[src/rtl/conv_drain.sv]
// Snapshots the accumulator vector after every ACC_LEN beats and streams it out one lane per handshake.
// out_valid rises one edge after the window's last beat; a window that completes while draining is dropped and flagged.
module conv_drain #(
  parameter int LANES   = 16,
  parameter int LANE_W  = 32,
  parameter int ACC_LEN = 64,
  parameter int CNT_W   = 16,
  localparam int LW     = (LANES > 1) ? $clog2(LANES) : 1,
  localparam int BW     = (ACC_LEN > 1) ? $clog2(ACC_LEN) : 1
) (
  input  logic                    clk,
  input  logic                    rst_n,
  input  logic                    in_valid,
  input  logic [LANES*LANE_W-1:0] acc_in,
  output logic [LANE_W-1:0]       out_data,
  output logic                    out_valid,
  input  logic                    out_ready,
  output logic [LW-1:0]           out_lane,
  output logic                    out_last,
  output logic                    out_special,
  output logic                    overrun,
  input  logic                    clr_ovr,
  output logic [CNT_W-1:0]        win_cnt
);

  typedef enum logic {EMPTY, DRAIN} state_t;

  state_t                  state;
  logic [BW-1:0]           beat_cnt;
  logic                    pend;
  logic [LANES*LANE_W-1:0] shadow;

  logic          last_beat;
  logic          hs;
  logic          final_hs;
  logic          drop;
  logic [LW-1:0] next_lane;

  assign last_beat = in_valid && (beat_cnt == BW'(ACC_LEN - 1));
  assign hs        = out_valid && out_ready;
  assign final_hs  = hs && out_last;
  // A window completing on the final-lane handshake is captured, not dropped.
  assign drop      = pend && (state == DRAIN) && !final_hs;
  assign next_lane = out_lane + 1'b1;

  assign out_special = (out_data[LANE_W-2:LANE_W-9] == 8'hFF);

  // pend trails the last beat by one cycle so acc_in reflects the accumulator's output register.
  always_ff @(posedge clk or negedge rst_n) begin
    if (!rst_n) begin
      beat_cnt <= '0;
      pend     <= 1'b0;
    end else begin
      pend <= last_beat;
      if (in_valid) begin
        beat_cnt <= last_beat ? '0 : beat_cnt + 1'b1;
      end
    end
  end

  always_ff @(posedge clk or negedge rst_n) begin
    if (!rst_n) begin
      state     <= EMPTY;
      shadow    <= '0;
      out_valid <= 1'b0;
      out_data  <= '0;
      out_lane  <= '0;
      out_last  <= 1'b0;
      overrun   <= 1'b0;
      win_cnt   <= '0;
    end else begin
      overrun <= drop || (overrun && !clr_ovr);
      case (state)
        EMPTY: begin
          if (pend) begin
            state     <= DRAIN;
            shadow    <= acc_in;
            out_valid <= 1'b1;
            out_data  <= acc_in[LANE_W-1:0];
            out_lane  <= '0;
            out_last  <= (LANES == 1);
          end
        end
        DRAIN: begin
          if (final_hs) begin
            win_cnt <= win_cnt + 1'b1;
            if (pend) begin
              shadow    <= acc_in;
              out_data  <= acc_in[LANE_W-1:0];
              out_lane  <= '0;
              out_last  <= (LANES == 1);
            end else begin
              state     <= EMPTY;
              out_valid <= 1'b0;
              out_last  <= 1'b0;
            end
          end else if (hs) begin
            out_lane <= next_lane;
            out_data <= shadow[int'(next_lane)*LANE_W +: LANE_W];
            out_last <= (next_lane == LW'(LANES - 1));
          end
        end
        default: begin
          state     <= EMPTY;
          out_valid <= 1'b0;
        end
      endcase
    end
  end

endmodule

[config.mk]
export PLATFORM = sky130hd
export DESIGN_NAME = conv_drain
export DESIGN_NICKNAME = d
export VERILOG_FILES = /design/src/rtl/conv_drain.sv
export SDC_FILE = /design/constraint.sdc
export NUM_CORES = 1
export LEC_CHECK = 0
export CORE_MARGIN = 5
export CORE_UTILIZATION = 51
export DETAILED_ROUTE_END_ITERATION = 8
export GPL_ROUTABILITY_DRIVEN = 1
export PLACE_DENSITY = 0.81
export SYNTH_ARGS = -nofsm -noshare
export SYNTH_HDL_FRONTEND = slang
export SYNTH_SLANG_ARGS = --single-unit
[constraint.sdc]
create_clock -name clk -period 4 [get_ports clk]
set_input_delay 0.4 -clock clk [delete_from_list [all_inputs] [get_ports clk]]
set_output_delay 0.4 -clock clk [all_outputs]
set_load 0.005 [all_outputs]
Word level (Yosys, flattened, before mapping). Cells that the tools add are included.

Bits of input ports: 517. Register bits: 575. Logic and storage cells: 57.

Shifts and indexed selects: 1. Equality and inequality tests: 7. Add/sub/neg operators: 3. Mux-type cells: 23. Reductions and logical operators: 12. Bitwise operators: 1.

Operator list (number): 512-bit two-way mux (2); 512-bit one-hot mux with 2 select lines (1); 512-bit by 10-bit variable part select with 32-bit output (1); 32-bit two-way mux (3); 32-bit one-hot mux with 2 select lines (1); 16-bit by 1-bit adder with 16-bit output (second input constant) (1); 4-bit two-way mux (3); 8-bit equality test (second input constant) (1); 1-bit two-way mux (8); 4-bit one-hot mux with 2 select lines (1); 6-bit by 1-bit adder with 6-bit output (second input constant) (1); 6-bit equality test (second input constant) (1); 1-bit logical AND (6); 6-bit two-way mux (1); 1-bit one-hot mux with 2 select lines (3); 4-bit by 1-bit adder with 4-bit output (second input constant) (1); 4-bit equality test (second input constant) (1); 2-bit inequality test (second input constant) (2); 2-bit AND reduction (2); 3-bit by 1-bit inequality test with 1-bit output (second input constant) (1); 3-bit AND reduction (1); 1-bit zero test (2); 2-bit by 1-bit inequality test with 1-bit output (second input constant) (1); 1-bit logical OR (1); 1-bit inverter (1).

Depth between registers and ports, before layout. Gate-level depths: netlist of the first run.

Word-level depth: 5. Mapped depth: 10. Mapped depth without buffers: 6.

Least setup slack after synthesis of the first run. OpenSTA, ideal clock, no wires.

Kind: flip-flop to flip-flop. Start: register out_lane[0]. End: register out_data[10]. Period minus slack after synthesis: 2.914 ns. Stages on the path, launching flop included: 11. Arrival: 2.783 ns. Buffers on the path: 5. Slack: 1.086 ns. Setup time: 0.130 ns. Cell sequence: dfrtp_1 -> buf_6 -> buf_2 -> buf_4 -> inv_1 -> ha_1 -> clkbuf_1 -> clkbuf_1 -> mux4_2 -> a222oi_1 -> a21oi_1.

Word-level cells in the longest chain between the ends: 5.

RTL lines: from (decl) (RTL line 18) `output logic [LW-1:0] out_lane,`; from (signal assigned) (RTL line 98) `out_lane <= next_lane;`; 4-bit by 1-bit adder with 4-bit output (RTL line 44) `assign next_lane = out_lane + 1'b1;`; 512-bit by 10-bit variable part select with 32-bit output (RTL line 99) `out_data <= shadow[int'(next_lane)*LANE_W +: LANE_W];`; 32-bit two-way mux (RTL line 97) `end else if (hs) begin`; 32-bit two-way mux (RTL line 85) `if (final_hs) begin`; 32-bit one-hot mux with 2 select lines (RTL line 73) `case (state)`; to (signal assigned) (RTL line 79) `out_data <= acc_in[LANE_W-1:0];`; to (signal assigned) (RTL line 89) `out_data <= acc_in[LANE_W-1:0];`; to (signal assigned) (RTL line 99); to (decl) (RTL line 15) `output logic [LANE_W-1:0] out_data,`.

Every way passes these cells. The select of a mux whose other input is x is not followed. A chain may end at the register's enable or synchronous reset.

Worst setup path after layout of the first run.
Start: register out_lane[0]. End: register out_data[3].

Same word-level chain as after synthesis.

==> out/metrics.csv, run 1 <==
metric,value,unit
run status,finished clean,
leading register cell type out of synthesis,dfrtp_1,
PwrDens,387,nW/um^2
setup fix buffers added after clock tree synthesis,0,
Layout Nets,3676,
setup violators final,0,
final HPWL from detailed placement,61400,microns
"setup slack, reg-to-reg",1.13,ns
crit-path cells,buf_12 > ha_1 > inv_1 > o21ai_4 > a21oi_1 > a21oi_1,
worst hold margin,0.312,ns
synth unique cells,40,
Worst-Margin Slew,1.09,ns
number of buffers created by CTS,58,
DRT Pass-1 Iters,9,
slowest cell delay on critical path,0.86,ns
antenna violations before repair,10,
data required time at the worst endpoint,4.52,ns
cell depth of the worst min-delay path,3,
Root Buffer Master,clkbuf_16,
depth of the CTS H-tree,2,
total global routing overflow,0,
shortest clock period the worst path allows after layout,2.87,ns
largest net degree at the start of global routing,128,
Routed Antenna Nets,0,
unrepaired setup endpoints after global routing,false,
max-capacitance violation count,0,
number of synthesized register bits,575,
I/O pin total,573,
crit path max-delay cell type,o21ai_4,
largest driver fanout on the critical path,74,
Yosys warnings,0,
total number of vias,21786,
vias in the first global route,22413,
Clock Latency Late Sink,0.61,ns
vertical die dimension,233,microns
wire length of the first global-routing pass,129000,microns
standard cell core area,49100,sq um
clock-pin slew on the worst setup and hold paths,0.07,ns
Leak Pwr,15.9,nW
pins over their slew limit,0,
"most used cell, CP",a21oi_1,
Synth Instances,2655,
number of cell rows,81,
worst-case clock skew,0.0235,ns
critical setup path kind,register to register,
fraction of the yosys area taken by sequential cells,0.567,
"Hold Vio Cnt, Final",0,
DRC violation count after routing,0,
crit path buf inv count,2,
total number of clock tree sinks,575,
family with the most delay on the worst path,compound AO/OA/AOI/OAI gates,
number of cell instances on the worst register-to-register path,6,
async set-reset flop share out of synthesis,1.00,
Critical Path Start Type,register,
Max Freq,349,MHz
number of buffers between clock root and the deepest sink,3,
TNS Setup,0,ns
full die area,54300,sq um
endpoint class of the critical path,register,
average size of a mapped cell,9.56,sq um
die span in x,233,microns
Via density,5.63,
GRT Overall Usage,0.308,
fraction of final layout cells sized beyond drive strength 1,0.0841,
worst ir drop on vdd,0.314,mV
final estimated routing congestion in global placement,0.911,
total number of cells along the worst setup path,6,
relative area change from synthesis to final layout,33.0,%
clock tree from TritonCTS,done,
tightest slew margin relative to the limit,0.271,
net count after synthesis,3176,
Hold Crit Class,input port to register,
number of enable-type register cells in the synthesized netlist,0,
cell area after synthesis,25400,sq um
detailed-route wire length per cell,21.9,microns
count of input and output buffers,572,
Initial Util,0.518,
number of DRC markers in iteration 0,2275,
final wirelength,84900,microns
Final period util,0.717,
"Data arrival, critical path",3.38,ns
==> final cells by class <==
| cell class | instances | area, sq um |
|---|---|---|
| antenna | 9 | 22.5 |
| fill | 3548 | 15300 |
| tap | 664 | 831 |
| multi-input combinational | 1903 | 10300 |
| inverter | 8 | 30.0 |
| clock inverter | 17 | 221 |
| timing repair buffer | 609 | 6250 |
| clock buffer | 87 | 1720 |
| sequential | 575 | 14400 |
==> cells in the final DEF (no fill, tap or decap), types with 5 or more instances in the layout <==
| master | count |
|---|---|
| o21ai_0 | 7 |
| clkbuf_8 | 14 |
| inv_1 | 6 |
| mux4_2 | 128 |
| buf_12 | 19 |
| dfrtp_1 | 574 |
| nor2_1 | 10 |
| nand3_1 | 9 |
| a222oi_1 | 32 |
| clkbuf_1 | 14 |
| bufinv_16 | 5 |
| clkinv_2 | 8 |
| nand4_1 | 9 |
| xnor2_1 | 14 |
| nand2_1 | 1552 |
| buf_4 | 17 |
| clkdlybuf4s50_1 | 571 |
| xor2_1 | 5 |
| clkbuf_16 | 59 |
| a21oi_1 | 63 |
| diode_2 | 9 |
| o22ai_1 | 31 |
==> Yosys cell counts, types with 2 or more instances <==
cell type	n	area, sq um
buf_1	3	11.3
nor2_1	10	37.5
inv_1	6	22.5
ha_1	4	50.1
xor2_1	5	43.8
dfrtp_1	575	14400
inv_2	2	7.51
o21ai_0	8	40.0
buf_4	3	22.5
clkbuf_1	91	342
nand2_1	1553	5830
mux2_2	4	45.0
and4_1	2	17.5
o22ai_1	31	194
nor3_1	2	10.0
nor2b_1	3	18.8
a22o_1	2	17.5
mux4_2	128	2880
and3_1	3	18.8
a21oi_1	64	320
buf_6	2	22.5
o31ai_1	3	22.5
xnor2_1	14	123
a222oi_1	32	320
nand2b_1	3	18.8
buf_2	70	350
nand4_1	9	56.3
mux2i_1	2	20.0
nand3_1	10	50.1
==> state kept, by name, summed over array words and instances (netlist names) <==
name	count
out_data	32
beat_cnt	6
win_cnt	16
out_lane	4
shadow	512
out_valid	1
overrun	1
state	1
out_last	1
pend	1
==> power by group <==
part           internal [mW]  switching (mW)  total [mW]
sequential              6.11           0.188        6.30
clock                   3.28            2.29        5.56
combinational          0.692           0.502        1.19
total                   10.1            2.98        13.1
==> logic make-up (layout without fill, tap and decap cells) <==
logic type | Yosys count | count (layout) | share of synthesized area
AND/OR/NAND/NOR | 1598 | 1598 | 0.239
multiplexers | 134 | 134 | 0.116
XOR/XNOR | 19 | 19 | 0.00655
AO/OA/AOI/OAI | 148 | 148 | 0.0385
other | 0 | 9 | 0
flip-flops | 575 | 575 | 0.567
buffers and inverters | 177 | 721 | 0.0307
adder cells (fa/ha/maj) | 4 | 4 | 0.00197
==> worst paths after layout <==
check,start,end
min reg2reg,shadow[139],shadow[139]
max reg2reg,out_lane[0],out_data[3]
min in group asynchronous,rst_n,shadow[384]
min,acc_in[457],shadow[457]
max,out_lane[0],out_data[3]
max in group asynchronous,rst_n,shadow[184]
==> stage by stage <==
step	instances	utilization	total power [mW]	cell area [sq um]	setup WS [ns]
after CTS	3863	0.688	13.1	33700	1.04
final	3872	0.688	13.1	33800	1.13
after global routing	3869	0.688	13.5	33800	0.860
after floorplan	2655	-	6.70	25400	1.09
after detailed placement	3758	0.648	7.58	31800	1.09
after global placement	3758	0.648	7.53	31800	1.25
==> worst min-delay path: cells and delay by family <==
family / cells / cell delay, ns
buffers and inverters: 1 / 0.40
and+or+nand+nor: 2 / 0.10
==> metal layers <==
metal,part of all wire,GRT usage,vias up,routed length (microns)
met2,0.50,0.519,1112,42700
met5,0.00032,0,-,27
met3,0.081,0.0564,209,6890
met1,0.37,0.388,10839,31000
met4,0.050,0.147,4,4270
li1,-,-,9622,-
==> timing repair <==
| item | 4_1_cts | 5_1_grt |
|---|---|---|
| hold buffers | 1 | 0 |
| resized for setup | 0 | 0 |
| hold endpoints to repair | 79 | 0 |
(Power assumes the default switching activity.)
==> run 2: changes to the inputs <==
--- a/config.mk
+++ b/config.mk
@@ -6,10 +6,10 @@
 export NUM_CORES = 1
 export LEC_CHECK = 0
 export CORE_MARGIN = 5
-export CORE_UTILIZATION = 51
+export CORE_UTILIZATION = 46
 export DETAILED_ROUTE_END_ITERATION = 8
 export GPL_ROUTABILITY_DRIVEN = 1
-export PLACE_DENSITY = 0.81
+export PLACE_DENSITY = 0.77
 export SYNTH_ARGS = -nofsm -noshare
 export SYNTH_HDL_FRONTEND = slang
 export SYNTH_SLANG_ARGS = --single-unit
==> constraint.sdc (replaced) <==
create_clock -name clk -period 2.5 [get_ports clk]
set_input_delay 0.25 -clock clk [delete_from_list [all_inputs] [get_ports clk]]
set_output_delay 0.25 -clock clk [all_outputs]
set_load 0.005 [all_outputs]
==> run 2 against run 1 <==
Net effect:
- die area up 10%
- largest power group unchanged
- critical endpoint is now out_data[22]
- clock power up 65%
- critical path type unchanged
- maximum frequency up 18%
==> out/metrics.csv, run 2 (synthesized netlist as in run 1, its figures left out) <==
metric,value,unit
shortest clock period the worst path allows after layout,2.43,ns
number of buffers created by CTS,59,
Max Freq,411,MHz
total global routing overflow,0,
launch instance of the worst register-to-register path,out_lane[0],
end-of-flow core utilization,0.624,
worst hold path startpoint,acc_in[171],
largest net degree at the start of global routing,114,
worst hold margin,0.156,ns
number of DRC markers in iteration 0,2302,
non-filler cells in the finished layout,3945,
detailed-route wire length per cell,23.3,microns
unrepaired setup endpoints after global routing,false,
clock-pin slew on the worst setup and hold paths,0.06,ns
final wirelength,91900,microns
area occupied by registers,14400,sq um
final estimated routing congestion in global placement,0.950,
largest register by flop count,shadow,
"Hold Vio Cnt, Final",0,
reg-to-reg critical path endpoint,out_data[22],
capturing instance or port of the critical path,out_data[22],
worst setup path startpoint,out_lane[0],
Root Buffer Master,clkbuf_16,
Final Total Pwr,21.2,mW
Initial Util,0.463,
vias in the first global route,22637,
vertical die dimension,245,microns
DRT Pass-1 Iters,7,
relative area change from synthesis to final layout,34.8,%
largest driver fanout on the critical path,30,
number of buffers between clock root and the deepest sink,3,
Via density,5.50,
depth of the CTS H-tree,2,
TNS Setup,0,ns
endpoint class of the critical path,register,
Worst-Margin Slew,1.08,ns
antenna violations before repair,9,
layout filler cell count,4423,
standard cell core area,54900,sq um
Clock Latency Late Sink,0.63,ns
Critical Path Start Type,register,
area of the multi-input gates,10300,sq um
Hold Crit Class,input port to register,
final HPWL from detailed placement,69800,microns
worst-case clock skew,0.0257,ns
GRT Overall Usage,0.300,
run status,finished clean,
full die area,60000,sq um
max reg flops,512,
"commonest cells after routing, fill and taps aside","1552 x nand2_1, 574 x dfrtp_1, 571 x clkdlybuf4s50_1, 128 x mux4_2, 63 x a21oi_1",
DRC violation count after routing,0,
I/O pin total,573,
PwrDens,620,nW/um^2
tightest slew margin relative to the limit,0.274,
max-capacitance violation count,0,
Final period util,0.973,
data required time at the worst endpoint,3.04,ns
clock tree from TritonCTS,done,
Layout Nets,3707,
number of cell rows,86,
Leak Pwr,16.2,nW
worst ir drop on vdd,0.541,mV
number of cell instances on the worst register-to-register path,5,
fraction of final layout cells sized beyond drive strength 1,0.0955,
setup violators final,0,
"leading cell type in the layout, fill and taps excluded",nand2_1,
count of input and output buffers,572,
total number of vias,21713,
pins over their slew limit,0,
"Data arrival, critical path",2.97,ns
Routed Antenna Nets,0,
total number of clock tree sinks,575,
cell count after placement,3827,
die span in x,245,microns
wire length of the first global-routing pass,137000,microns
largest registers,"shadow: 512 flops, out_data: 32 flops, win_cnt: 16 flops",
critical setup path kind,register to register,
"setup slack, reg-to-reg",0.07,ns
[run 2: cell types whose count changed in the layout (fill, tap and decap cells not counted), sizes merged]
cell	change
clkbuf	-5
bufinv	+2
clkinv	+7
inv	+2
clkinvlp	+1
buf	+29
diode	-3
[run 2: final cells by class]
type	instances	share of cell area
clock inverter	29	0.00998
sequential	575	0.420
multi-input combinational	1903	0.301
antenna	6	0.000439
clock buffer	81	0.0490
inverter	8	0.000877
timing repair buffer	639	0.193
tap	704	0.0257
[run 2: per-layer routing]
layer | global-route usage | vias to the layer above | share of wire
li1 | - | 9689 | -
met1 | 0.381 | 10759 | 0.37
met2 | 0.494 | 1076 | 0.49
met3 | 0.0734 | 183 | 0.092
met4 | 0.129 | 6 | 0.047
met5 | 0 | - | 0.00040
[run 2: how the worst min path moves through the flow]
stage,end,cells after the start
after floorplan,beat_cnt[0],0
after global placement,shadow[291],1
after detailed placement,shadow[291],1
after CTS,shadow[171],3
after global routing,shadow[172],3
final,shadow[171],3
[run 2: timing repair]
| action | CTS | global route |
|---|---|---|
| hold endpoints to repair | 54 | 0 |
| buffers inserted | 0 | 0 |
| endpoints found under the setup margin | 0 | 2 |
| gates resized for setup | 0 | 1 |
| hold buffers | 1 | 0 |
[run 2: per-stage QoR]
step | instance area, sq um | worst slack (ns)
6_report | 34200 | 0.0668
5_1_grt | 34200 | 0.0367
4_1_cts | 34200 | 0.0312
3_5_place_dp | 32200 | 0.0465
3_3_place_gp | 32200 | 0.0797
2_1_floorplan | 25400 | 0.0368
[run 2: report_power, final]
group / internal [mW] / switching, mW
logic: 1.12 / 0.785
registers: 9.78 / 0.345
clock network: 5.41 / 3.77
[run 2: critical path, stage by stage, from the launching register on]
cell      delay [ns]
dfrtp_4         0.52
ha_1            0.25
buf_4           0.18
o21ai_4         0.85
a222oi_1        0.34
a21oi_1         0.21
==> run 3: changes to the inputs <==
--- a/config.mk
+++ b/config.mk
@@ -6,10 +6,10 @@
 export NUM_CORES = 1
 export LEC_CHECK = 0
 export CORE_MARGIN = 5
-export CORE_UTILIZATION = 46
+export CORE_UTILIZATION = 51
 export DETAILED_ROUTE_END_ITERATION = 8
 export GPL_ROUTABILITY_DRIVEN = 1
-export PLACE_DENSITY = 0.77
+export PLACE_DENSITY = 0.81
 export SYNTH_ARGS = -nofsm -noshare
 export SYNTH_HDL_FRONTEND = slang
 export SYNTH_SLANG_ARGS = --single-unit
==> constraint.sdc (replaced) <==
create_clock -name clk -period 2.36 [get_ports clk]
set_input_delay 0.236 -clock clk [delete_from_list [all_inputs] [get_ports clk]]
set_output_delay 0.236 -clock clk [all_outputs]
set_load 0.005 [all_outputs]
==> run 3 against run 2 <==
Net effect:
- final cell count rose by 0.10%
- register-to-register slack got worse by 0.04 ns
- routed wire length fell by 1.3%
- largest cell class unchanged
- sequential share of layout area fell by 0.46 points
==> out/metrics.csv, run 3 (synthesized netlist as in run 1, its figures left out) <==
metric,value,unit
run status,finished clean,
Max Freq,428,MHz
setup violators final,0,
data required time at the worst endpoint,2.84,ns
largest registers,"shadow: 512 flops, out_data: 32 flops, win_cnt: 16 flops",
vertical die dimension,233,microns
Sequential Power Share,0.493,
clock share of power,0.413,
Post-Place Worst Slack,-0.00656,ns
Routed Antenna Nets,0,
number of buffers created by CTS,58,
Clock Latency Late Sink,0.62,ns
largest register by flop count,shadow,
number of DRC markers in iteration 0,2340,
I/O pin total,573,
Sw Share,0.233,
"commonest cells after routing, fill and taps aside","1552 x nand2_1, 574 x dfrtp_1, 571 x clkdlybuf4s50_1, 128 x mux4_2, 71 x buf_4",
Initial Util,0.518,
die span in x,233,microns
vias in the first global route,23220,
standard cell core area,49100,sq um
met3 routed WL,8030,microns
final estimated routing congestion in global placement,0.925,
shortest clock period the worst path allows after layout,2.33,ns
critical setup path kind,register to register,
pins over their slew limit,0,
total global routing overflow,0,
final wirelength,90800,microns
detailed-routing wirelength on met1,32600,microns
Leak Pwr,16.4,nW
worst-case clock skew,0.0209,ns
tightest slew margin relative to the limit,0.439,
total number of vias,22271,
DRC violation count after routing,0,
max-capacitance violation count,0,
post-layout worst setup margin,0.0252,ns
largest driver fanout on the critical path,19,
full die area,54300,sq um
largest net degree at the start of global routing,89,
count of input and output buffers,572,
Via density,5.64,
Layout Nets,3755,
detailed-route wire length per cell,23.0,microns
antenna violations before repair,12,
"Data arrival, critical path",2.82,ns
GRT Overall Usage,0.326,
clock tree from TritonCTS,done,
Critical Path Start Type,register,
max reg flops,512,
Final period util,0.989,
layout filler cell count,3531,
cell count after placement,3822,
met2 wire length,44900,microns
combinational cell fraction of total power,0.094,
Net Switching,5.06,mW
non-filler cells in the finished layout,3949,
unrepaired setup endpoints after global routing,true,
"setup slack, reg-to-reg",0.03,ns
depth of the CTS H-tree,2,
Root Buffer Master,clkbuf_16,
fraction of final layout cells sized beyond drive strength 1,0.106,
PwrDens,628,nW/um^2
Final Total Pwr,21.7,mW
dpl cell area,32500,sq um
top metal layer carrying routed signals,met5,
final instance area,34600,sq um
number of cell rows,81,
final HPWL from detailed placement,66600,microns
number of buffers between clock root and the deepest sink,3,
Hold Crit Class,input port to register,
Worst-Margin Slew,0.838,ns
"Hold Vio Cnt, Final",0,
relative area change from synthesis to final layout,36.3,%
Internal Pwr Total,16.7,mW
worst ir drop on vdd,0.592,mV
clock-pin slew on the worst setup and hold paths,0.06,ns
endpoint class of the critical path,register,
total number of clock tree sinks,575,
DRT Pass-1 Iters,9,
"leading cell type in the layout, fill and taps excluded",nand2_1,
wire length of the first global-routing pass,135000,microns
==> run 3: cell count changes in the layout (fill, tap and decap cells not counted) <==
cell        before  now
clkbuf_8        12   15
bufinv_16        7    1
diode_2          6   10
inv_6            3    1
clkinv_2        15   10
buf_16           1    3
bufbuf_16        0    1
clkinv_4         0    1
clkbuf_16       60   62
buf_12          26   37
clkbuf_1        10   13
clkinvlp_4       4    1
buf_4           38   71
==> run 3: power groups by stage <==
| stage | clock network, mW | logic, mW | registers (mW) |
|---|---|---|---|
| after floorplan | 0 | 0.614 | 10.7 |
| after global placement | 0 | 1.97 | 10.8 |
| after detailed placement | 0 | 2.02 | 10.9 |
| after CTS | 9.10 | 2.05 | 10.7 |
| after global routing | 9.49 | 2.22 | 10.8 |
| final | 8.99 | 2.04 | 10.7 |
==> run 3: per-stage QoR <==
step | hold WS, ns | utilization | setup TNS (ns)
6_report | 0.147 | 0.706 | 0
2_1_floorplan | -0.0596 | - | 0
4_1_cts | 0.113 | 0.702 | -0.0187
5_1_grt | 0.138 | 0.706 | -0.0470
3_3_place_gp | 0.207 | 0.663 | -0.0350
3_5_place_dp | 0.213 | 0.663 | -0.00656
==> run 3: final cells by class <==
type                            instances  area [sq um]  area share
Clock buffer                           87          1730      0.0500
Timing Repair Buffer                  688          7200       0.208
Clock inverter                         14           105     0.00304
Multi-Input combinational cell       1903         10300       0.298
Inverter                                8          30.0    0.000867
Tap cell                              664           831      0.0240
Antenna cell                           10          25.0    0.000723
Sequential cell                       575         14400       0.416
==> run 3: timing repair <==
item | 4_1_cts | 5_1_grt
setup endpoints to repair | 2 | 13
buffers inserted | 2 | 9
pin swaps | 1 | 3
hold buffers | 1 | 0
endpoints found under the hold margin | 110 | 0
gates cloned | 1 | 3
gates resized for setup | 1 | 2
==> run 3: worst max-delay path: stages (launching register included) <==
cell and delay [ns]:
dfrtp_4 0.47, inv_1 0.09, ha_4 0.31, buf_12 0.13, buf_12 0.13, buf_12 0.18, mux4_2 0.33, a222oi_1 0.41
a21oi_1 0.12
==> run 3: path summary, 6_finish.rpt <==
check	cells after the start	to	from
worst max-delay path	8	out_data[29]	out_lane[0]
worst min-delay path	3	shadow[360]	acc_in[360]
worst max register to register	8	out_data[29]	out_lane[0]
worst min register to register	2	shadow[416]	shadow[416]
max in group asynchronous	3	out_lane[0]	rst_n
min in group asynchronous	2	shadow[411]	rst_n
==> run 3: routing by layer <==
layer | up-vias | track usage
li1 | 9781 | -
met1 | 10952 | 0.406
met2 | 1272 | 0.542
met3 | 262 | 0.0676
met4 | 4 | 0.170
met5 | - | 0
==> variant, RTL diff (config.mk and constraints of run 3) <==
Make the reset (`rst_n`) synchronous in 2 clocked blocks.
--- a/src/rtl/conv_drain.sv
+++ b/src/rtl/conv_drain.sv
@@ -47,5 +47,5 @@
 
   // pend trails the last beat by one cycle so acc_in reflects the accumulator's output register.
-  always_ff @(posedge clk or negedge rst_n) begin
+  always_ff @(posedge clk) begin
     if (!rst_n) begin
       beat_cnt <= '0;
@@ -59,5 +59,5 @@
   end
 
-  always_ff @(posedge clk or negedge rst_n) begin
+  always_ff @(posedge clk) begin
     if (!rst_n) begin
       state     <= EMPTY;
Function: not settled (the Yosys comparison gave no result); the edit may change what the design does.
==> variant against run 3 <==
- design area fell by 2.9%
- via count rose by 4.8%
- sequential cell count did not move
- setup slack got worse by 0.011 ns
- routed wire length rose by 2.6%
- power fell by 5.5%
- critical path depth rose by 2
- area after synthesis fell by 4.9%
- largest cell class is now multi-input gates
==> variant: results (changes against run 3) <==
[status]
status = completed

[min_path]
worstHoldStart = acc_in[429]
holdPathEnd = shadow[429]
whs_path_depth = 3  ; unchanged

[global_routing]
grt_pass1_wl_mm = 137  ; +1.2%
grtUsageMet3 = 0.0533  ; -0.0143
use_met2 = 0.566  ; +0.0241
grt_max_degree = 107  ; +20%
grt_pass1_vias = 23276  ; +0.24%
grt_usage = 0.345  ; +0.0189
met1_usage = 0.434  ; +0.0284
antenna_found_initial = 2  ; -10

[detailed_routing]
dr.pass1.iters = 6  ; -3
wl_met3_mm = 7.57  ; -5.7%
vias_per_cell = 5.81  ; +3.0%
wl_met2_mm = 44.1  ; -1.8%
wl_met1_mm = 35.3  ; +8.2%
drt-total-wl_mm = 93.2  ; +2.6%
drtIter0Drc = 2501  ; +6.9%

[critical_path]
arrival_ns = 2.86  ; +0.04 ns
timing.rr.end = out_data[18]
r2r_cells = 10  ; +2
crit_fanout = 7  ; -12
reg2reg_from = out_lane[0]

[synth]
synth_xor_area_frac = 0.00757  ; +0.00101
syn_avg_cell_area_um2 = 8.57  ; -10%
yosys-top-cells-count = nand2_1 (1043), dfxtp_1 (575), a21oi_1 (551)
ys_seq_area_frac = 0.477  ; -0.0899
synth_compound_area_frac = 0.137  ; +0.0983
syn-num-nets = 3337  ; +5.1%
synthTopCellsByArea = dfxtp_1 (48%), nand2_1 (16%), mux4_2 (13%)
synth_mux_area_frac = 0.150  ; +0.0341
async_reset_ff_frac = 0  ; -1.00
synth-adder-area-share = 0.00207  ; +0.000102

[power_and_ir_drop]
ir_drop_mv = 0.607  ; +2.5%
power_leakage_nw = 11.3  ; -31%

[placement]
place_worst_setup_slack_ns = -0.0443  ; -0.0377 ns
gp_congestion = 0.991  ; +7.1%
dp_hpwl_mm = 71.1  ; +6.9%
dpl-instance-area_um2 = 31400  ; -3.5%

[timing]
finalClockSkew_ns = 0.0125  ; -0.00836 ns
worst_pin_slew_ns = 0.588  ; -0.250 ns
hold_ws_ns = 0.163  ; +0.0168 ns

[final_layout]
drive_above_1_share = 0.119  ; +0.0137
stdcell_count = 4019  ; +1.8%
fin_nets = 3889  ; +3.6%
nFillCells = 3478  ; -1.5%

[cts]
clockBufferDepth = 3  ; unchanged
post_cts_resized = 3  ; +2

-- variant: cell count changes after synthesis, sizes merged, moves of 7 or more --
| cell | change |
|---|---|
| o32ai | +22 |
| dfxtp | +575 |
| mux4 | +8 |
| nor2 | +73 |
| clkbuf | +59 |
| o22ai | -30 |
| nand2 | -510 |
| o21ai | +7 |
| mux2i | +52 |
| a22o | +20 |
| dfrtp | -575 |
| a21oi | +487 |
| a222oi | -30 |
-- variant: layout make-up --
class / instances / area (um^2) / area share
multi-input combinational: 2005 / 11700 / 0.349
sequential: 575 / 11500 / 0.343
timing repair buffer: 722 / 7570 / 0.225
clock buffer: 78 / 1680 / 0.0499
tap: 607 / 759 / 0.0226
clock inverter: 24 / 295 / 0.00878
inverter: 6 / 45.0 / 0.00134
antenna: 2 / 5.00 / 0.000149
-- variant: power breakdown --
group | internal [W] | switching, W | leakage [nW] | total (W)
registers | 0.00970 | 0.00000249 | 4.63 | 0.00971
logic | 0.000829 | 0.000422 | 5.72 | 0.00125
clock network | 0.00562 | 0.00398 | 0.956 | 0.00960
-- variant: worst max-delay path, cell delays in order, from the launching register on --
cell and delay (ns):
dfxtp_4 0.42, inv_8 0.04, ha_4 0.24, inv_8 0.14
buf_16 0.17, buf_12 0.11, mux4_2 0.53, nor2_1 0.13
buf_4 0.15, o32ai_1 0.09, a22o_1 0.19
-- variant: worst max-delay path by stage --
stage / startpoint / endpoint / slack, ns / depth (start not counted)
3_5_place_dp: out_lane[1] / out_data[19] / -0.04 / 8
4_1_cts: out_lane[0] / out_data[14] / 0.005 / 9
2_1_floorplan: out_lane[0] / out_data[24] / -0.17 / 13
3_3_place_gp: out_lane[1] / out_data[15] / 0.02 / 8
5_1_grt: out_lane[0] / out_data[15] / -0.04 / 9
6_report: out_lane[0] / out_data[18] / 0.01 / 10
